==> src/rtl/basket_text_buffer.sv <==
// Character-stream text buffer: NUM_LINES x CHARS_PER_LINE codes, filled line by line,
// with either stall-when-full or a one-line-per-cycle scroll, and a swept clear.
module basket_text_buffer #(
  parameter int                NUM_LINES      = 12,
  parameter int                CHARS_PER_LINE = 9,
  parameter int                CHAR_W         = 7,
  parameter logic [CHAR_W-1:0] BLANK_CODE     = 7'h20,
  parameter logic [CHAR_W-1:0] EOL_CODE       = 7'h0A,
  parameter bit                SCROLL         = 1'b0
) (
  input  logic                                        CLK,
  input  logic                                        RESET_N,
  input  logic                                        clear,
  input  logic                                        char_valid,
  input  logic [CHAR_W-1:0]                           char_data,
  output logic                                        char_ready,
  output logic [NUM_LINES*CHARS_PER_LINE*CHAR_W-1:0]  words,
  output logic [$clog2(NUM_LINES+1)-1:0]              line_count,
  output logic                                        full,
  output logic                                        busy
);
  // state      | meaning
  // ACCEPT     | taking characters at (cur_line, cur_col)
  // CLEARING   | blanking line idx per cycle, 0..NUM_LINES-1
  // SCROLLING  | copying line idx+1 into idx, last cycle blanks the bottom line
  // FULL       | bottom line committed with SCROLL=0; only clear/reset leaves

  localparam int LN_W   = $clog2(NUM_LINES);
  localparam int COL_W  = $clog2(CHARS_PER_LINE);
  localparam int LC_W   = $clog2(NUM_LINES + 1);
  localparam int LINE_W = CHARS_PER_LINE * CHAR_W;
  localparam logic [LN_W-1:0]  LAST_LINE = LN_W'(NUM_LINES - 1);
  localparam logic [COL_W-1:0] LAST_COL  = COL_W'(CHARS_PER_LINE - 1);
  localparam logic [LC_W-1:0]  LC_MAX    = LC_W'(NUM_LINES);

  typedef enum logic [1:0] {ST_ACCEPT, ST_CLEARING, ST_SCROLLING, ST_FULL} state_t;

  state_t            state_q;
  logic [LN_W-1:0]   cur_line_q;
  logic [COL_W-1:0]  cur_col_q;
  logic [LC_W-1:0]   lc_q;
  logic [LN_W-1:0]   idx_q;
  logic [LN_W-1:0]   idx_nxt;
  logic [CHAR_W-1:0] mem_q [NUM_LINES][CHARS_PER_LINE];

  assign idx_nxt = idx_q + 1'b1;

  always_ff @(posedge CLK or negedge RESET_N) begin
    if (!RESET_N) begin
      state_q    <= ST_ACCEPT;
      cur_line_q <= '0;
      cur_col_q  <= '0;
      lc_q       <= '0;
      idx_q      <= '0;
      for (int l = 0; l < NUM_LINES; l++)
        for (int c = 0; c < CHARS_PER_LINE; c++)
          mem_q[l][c] <= BLANK_CODE;
    end else if (clear) begin
      // clear outranks everything, including a pending transfer and a running sweep
      state_q    <= ST_CLEARING;
      cur_line_q <= '0;
      cur_col_q  <= '0;
      lc_q       <= '0;
      idx_q      <= '0;
    end else begin
      case (state_q)
        ST_ACCEPT: begin
          if (char_valid) begin
            if (char_data != EOL_CODE)
              mem_q[cur_line_q][cur_col_q] <= char_data;
            if (char_data == EOL_CODE || cur_col_q == LAST_COL) begin
              cur_col_q <= '0;
              if (lc_q != LC_MAX)
                lc_q <= lc_q + 1'b1;
              if (cur_line_q != LAST_LINE) begin
                cur_line_q <= cur_line_q + 1'b1;
              end else if (SCROLL) begin
                state_q <= ST_SCROLLING;
                idx_q   <= '0;
              end else begin
                state_q <= ST_FULL;
              end
            end else begin
              cur_col_q <= cur_col_q + 1'b1;
            end
          end
        end
        ST_CLEARING: begin
          for (int c = 0; c < CHARS_PER_LINE; c++)
            mem_q[idx_q][c] <= BLANK_CODE;
          if (idx_q == LAST_LINE) begin
            state_q <= ST_ACCEPT;
            idx_q   <= '0;
          end else begin
            idx_q <= idx_nxt;
          end
        end
        ST_SCROLLING: begin
          if (idx_q == LAST_LINE) begin
            for (int c = 0; c < CHARS_PER_LINE; c++)
              mem_q[LAST_LINE][c] <= BLANK_CODE;
            state_q <= ST_ACCEPT;
            idx_q   <= '0;
          end else begin
            for (int c = 0; c < CHARS_PER_LINE; c++)
              mem_q[idx_q][c] <= mem_q[idx_nxt][c];
            idx_q <= idx_nxt;
          end
        end
        ST_FULL: ;
        default: state_q <= ST_ACCEPT;
      endcase
    end
  end

  // line 0 lands in the top bits, char 0 of a line in its top CHAR_W bits
  always_comb begin
    words = '0;
    for (int l = 0; l < NUM_LINES; l++)
      for (int c = 0; c < CHARS_PER_LINE; c++)
        words[(NUM_LINES-1-l)*LINE_W + (CHARS_PER_LINE-1-c)*CHAR_W +: CHAR_W] = mem_q[l][c];
  end

  assign char_ready = (state_q == ST_ACCEPT) && !clear;
  assign line_count = lc_q;
  assign full       = (state_q == ST_FULL);
  assign busy       = (state_q == ST_CLEARING) || (state_q == ST_SCROLLING);

endmodule

==> config.mk <==
export PLATFORM = sky130hd
export DESIGN_NAME = basket_text_buffer
export DESIGN_NICKNAME = d
export VERILOG_FILES = /design/src/rtl/basket_text_buffer.sv
export SDC_FILE = /design/constraint.sdc
export NUM_CORES = 2
export LEC_CHECK = 0
export ABC_AREA = 1
export BUFFER_PORTS_ARGS = -buffer_cell sky130_fd_sc_hd__clkbuf_2
export CORE_UTILIZATION = 29
export DETAILED_ROUTE_END_ITERATION = 10
export GPL_TIMING_DRIVEN = 0
export PLACE_DENSITY = 0.58
export SYNTH_ARGS = -nofsm -noshare
export SYNTH_HDL_FRONTEND = slang
export SYNTH_SLANG_ARGS = --single-unit
==> constraint.sdc <==
create_clock -name CLK -period 5.3 [get_ports CLK]
set_input_delay 0.795 -clock CLK [delete_from_list [all_inputs] [get_ports CLK]]
set_output_delay 0.795 -clock CLK [all_outputs]
set_load 0.01 [all_outputs]
# Yosys cells after proc, flatten, opt, wreduce, memory -nomap -nowiden
# Cells that the tools add are included.
[word_totals]
elab_cells = 258
regBits = 774
inputBits = 11
output_inout_bits = 763
[op_classes]
n_mux = 63
n_eq_ne = 16
bitwise_logic = 32
n_reduce_logical = 23
n_addsub = 4
n_lt_le_gt_ge = 7
[op_table]
columns = ["operator", "count"]
rows = [
  ["bitwise mux 756 bit", 10],
  ["bitwise AND 648 bit", 9],
  ["NOT 648 bit", 9],
  ["demux 63 bit (select 4 bit)", 10],
  ["one-hot mux 756 bit (3 select lines)", 1],
  ["2-to-1 mux 756 bit", 2],
  ["bitwise OR 108 bit", 9],
  ["2-to-1 mux 693 bit", 1],
  ["2-to-1 mux 63 bit", 5],
  ["binary-select mux 63 bit (select 4 bit)", 1],
  ["2-to-1 mux 4 bit", 17],
  ["2-to-1 mux 56 bit", 1],
  ["2-to-1 mux 49 bit", 1],
  ["2-to-1 mux 42 bit", 1],
  ["2-to-1 mux 35 bit", 1],
  ["demux 7 bit (select 4 bit)", 1],
  ["2-to-1 mux 28 bit", 1],
  ["2-to-1 mux 21 bit", 1],
  ["greater-or-equal comparator 5 bit, second input constant", 4],
  ["NOT 4 -> 5 bit", 4],
  ["adder 4 x 1 -> 4 bit, second input constant", 4],
  ["< comparator 5 x 1 -> 1 bit, second input constant", 3],
  ["2-to-1 mux 14 bit", 1],
  ["2-to-1 mux 7 bit", 2],
  ["22 further kinds", 46],
]

# Logic depth before layout (Yosys ltp)
[logic_depth]
word_depth = 16
depth_mapped = 18
ltp_nobuf = 12

# Least setup slack after synthesis
# OpenSTA, ideal clock, no wires.
[synth_timing]
kind = "reg-to-reg"
startpoint = "register idx_q[0]"
endpoint = "register (tool-made name)"
slack_ns = 2.718
stages_incl_launch_ff = 18
arrival_ns = 2.504
synth_period_minus_slack_ns = 2.582
t_required_ns = 5.223
n_path_buf = 6
setup_ns = 0.077
cell_sequence = "dfrtp_1 -> buf_6 -> inv_2 -> buf_2 -> buf_2 -> ha_1 -> buf_2 -> clkinv_1 -> buf_2 -> buf_1 -> nand3_1 -> nand3_1 -> nand3_2 -> nand2_4 -> nand2_2 -> nand2_1 -> nand2_1 -> a21oi_1"
[synth_rtl]
columns = ["item", "line_no", "text"]
rows = [
  ["start, declared", "42", "logic [LN_W-1:0] idx_q;"],
  ["start signal, assigned", "95", "idx_q <= idx_nxt;"],
  ["start signal, assigned", "107", "idx_q <= idx_nxt;"],
]

==> run summary <==
The flow ran to the end, but the final reports show violations. The checks that failed: capacitance limit, slew limit, setup timing. Across all hold checks on the routed design, the worst slack comes to 0.3963 ns.

The max-slew violation count came out at 118. The number of fill cells in the layout is 19,990. The residual antenna-violating net count after detailed routing is 0. The worst setup path is captured at a flip-flop. For this design the top-level I/O count stands at 774.

The initial cell density of the core is 0.2921. The shortest period the worst path allows is 5.444 ns. The die extent in y came out at 428.7 um. The number of buffers added by the clock tree synthesis step is 105. The final estimated routing congestion in global placement came out at 1.103. The count of final hold-check violations is 0. The first TritonRoute pass finished after 8 iterations. The clock skew after layout is 0.04242 ns. The share of the clock period used by the worst path after layout is 1.027. The average instance area after synthesis is 6.731 um2. At the placement stage, the worst setup path has a slack of -0.7815 ns.

The fraction of layout instances using a drive strength above 1 is 0.1762. The complex-gate fraction of the synthesized area came to 0.1853. In the layout the commonest cells are nand2_1 (1,660), nor2_1 (1,017), a21oi_1 (939). The xor and xnor area share after synthesis came out at 0.001185. The buffers inserted during post-CTS setup optimization came out at 0. The maximum number of pins on one net before global-route repair came out at 96. After detailed routing, the total wire length is 469.9 mm. The post-route DRC violation count is 0. The die outline area came out at 0.1838 mm2. The commonest non-fill, non-tap cell in the layout is nand2_1. The number of H-tree levels is 3. The transition time at the pin with the least slew margin is 1.597 ns. The count of input and output buffers is 773. The initial antenna violation count came to 38. Among the stages of the critical path, the cell type that occurs most often is buf_2. The setup total negative slack came out at -1.091 ns.

The worst setup slack after layout came out at -0.1436 ns. The core region is 0.1807 mm2. The die width is 428.7 um. The clock root buffer master is clkbuf_16. STA classifies the critical path startpoint as a flip-flop. The number of max-cap violations came out at 15. For this run, the total global-route usage over all layers was measured as 0.4917.

The worst pin sits at a relative slew slack of -0.06831. Ranked by total cell area, the synthesized netlist is headed by dfrtp_1 (32%), nand2_1 (12%), a21oi_1 (8.9%), nor2_1 (7.3%), nor3_1 (6.6%). The worst path arrival time is 6.16 ns.

The clock-pin slew on the worst setup and hold paths is 0.07 ns. The synthesized design contains 774 register bits. The final setup violation count is 25. The cell area after synthesis is 0.05280 mm2. The largest total area in the synthesized netlist belongs to dfrtp_1. The critical path's largest stage delay came out at 0.88 ns. The number of DRC violations after detailed-routing iteration 0 is 10,320. The number of placement rows came out at 156. The clock net in this run drives a total of 774 sinks. By area, the combinational part of the netlist is dominated by simple AND/OR/NAND/NOR gates. After legalization and detailed placement, the total HPWL measured 379.2 mm. The largest buffer count on any clock path came out at 3. The latest clock arrival within the worst-skew pair came out at 0.81 ns. The signal on the critical path passes through buf_6 -> inv_2 -> buf_2 -> buf_4 -> ha_1 -> buf_2 -> buf_2 -> clkbuf_1 -> nand3_1 -> nand3_1 -> nand3_2 -> nand2_4 -> nand2_2 -> nand2_1 -> nand2_1 -> a21oi_1.

The number of global-route vias before repair is 63,730. The min-delay analysis places its worst path in the category in -> async. The final net count is 8,772. Dividing the detail-routed wire length by the instance count gives 41.87 um. The area added between synthesis and finish is 21.17%. Setup repair after global routing left no endpoint under its margin. The number of distinct library cells after synthesis is 40. The sequential cell area fraction in the yosys report is 0.3694. The endpoint required time on the critical path came out at 6.02 ns. The adder-cell share of the synthesized area came out at 0.004266. The kind of cell with the highest combined delay along the critical path is buffers and inverters. After synthesis, the share of cell area in mux cells is 0. The first global-routing pass estimated 605.6 mm of wire.

For this design, the slowest cell found on the critical path is clkbuf_1. The final cell count without fillers came out at 11,220. Across all layers, the routed design uses 68,550 vias.

The critical path is of the reg -> reg type. The count of buffer and inverter cells on the critical path came out at 7. Counting every net in the synthesized netlist gives 7,873. The aggregate global routing overflow came out at 0. In this run the worst path has a maximum fanout of 11. After detailed routing, the number of vias per cell comes to 6.109. TritonCTS built the clock tree. The cell total after placement is 11,010. Of the total synthesized cell area, the portion taken by AND, OR, NAND and NOR gates is 0.3438. In this run the register-to-register setup slack is -0.14 ns. The number of warning messages in the yosys log is 0.

Counting every instance in the synthesized netlist gives 7,844. The achievable frequency is 183.7 MHz. The area share of the largest cell type after synthesis is 0.3157.
-- cell usage after synthesis, drive strengths merged --
master	number
xor2	5
inv	615
ha	18
nor3	706
nand4	9
clkbuf	304
buf	288
dfrtp	666
nand2	1747
or2	1
o21ai	224
a31oi	4
o21a	36
nor2	1084
dfstp	108
clkinv	1
nand3	599
o31ai	431
and3	1
o211ai	55
o22ai	3
a21oi	939
-- layout make-up --
type	count	area (um2)	share of cell area
clock buffers	157	3124	0.04884
flip-flops and latches	774	19500	0.3049
inverters	616	2315	0.03618
multi-input cells	5862	28250	0.4416
plain buffers	592	2799	0.04375
repair buffers	792	4257	0.06654
diodes	22	55.05	0.0008606
clock inverters	37	701.9	0.01097
well taps	2370	2965	0.04635
-- per-stage QoR --
step,utilization,area (um2)
global route,0.3536,63920
detailed placement,0.3322,60050
finish,0.3539,63970
CTS,0.3536,63900
global placement,0.3299,59630
floorplan,-,52800
-- layer usage --
metal / up-vias / track usage / routed length (um)
met3: 1359 / 0.1415 / 50650
met4: 10 / 0.4366 / 50020
met2: 5452 / 0.7056 / 193000
met1: 33720 / 0.5972 / 176100
li1: 28020 / - / -
met5: - / 0 / 54
-- worst paths after layout --
check / startpoint / endpoint / cells after the start
max in group asynchronous: RESET_N / async pin / 6
setup reg to reg: idx_q[0]$_DFFE_PN0N_ / flip-flop / 16
hold reg to reg: flip-flop / flip-flop / 2
setup / recovery: idx_q[0]$_DFFE_PN0N_ / flip-flop / 16
min in group CLK: clear / line_count[3]$_DFFE_PN0P_ / 3
hold / removal: RESET_N / async pin / 2
-- what timing repair did --
item                                    4_1_cts  5_1_grt
hold endpoints to repair                      4        0
endpoints found under the setup margin      376       39
hold buffers                                  1        0
gates resized for setup                      11       15
-- cell families after synthesis --
kind of cell,Yosys count
xor gates and xnor gates,5
buffers and inverters,1208
adders and majority gates,18
and+or+nand+nor,4147
AOI/OAI and AO/OA,1692
DFF,774
Power is not shown: default switching activity piles up to over one toggle a cycle in this logic, so the estimate is an artifact.
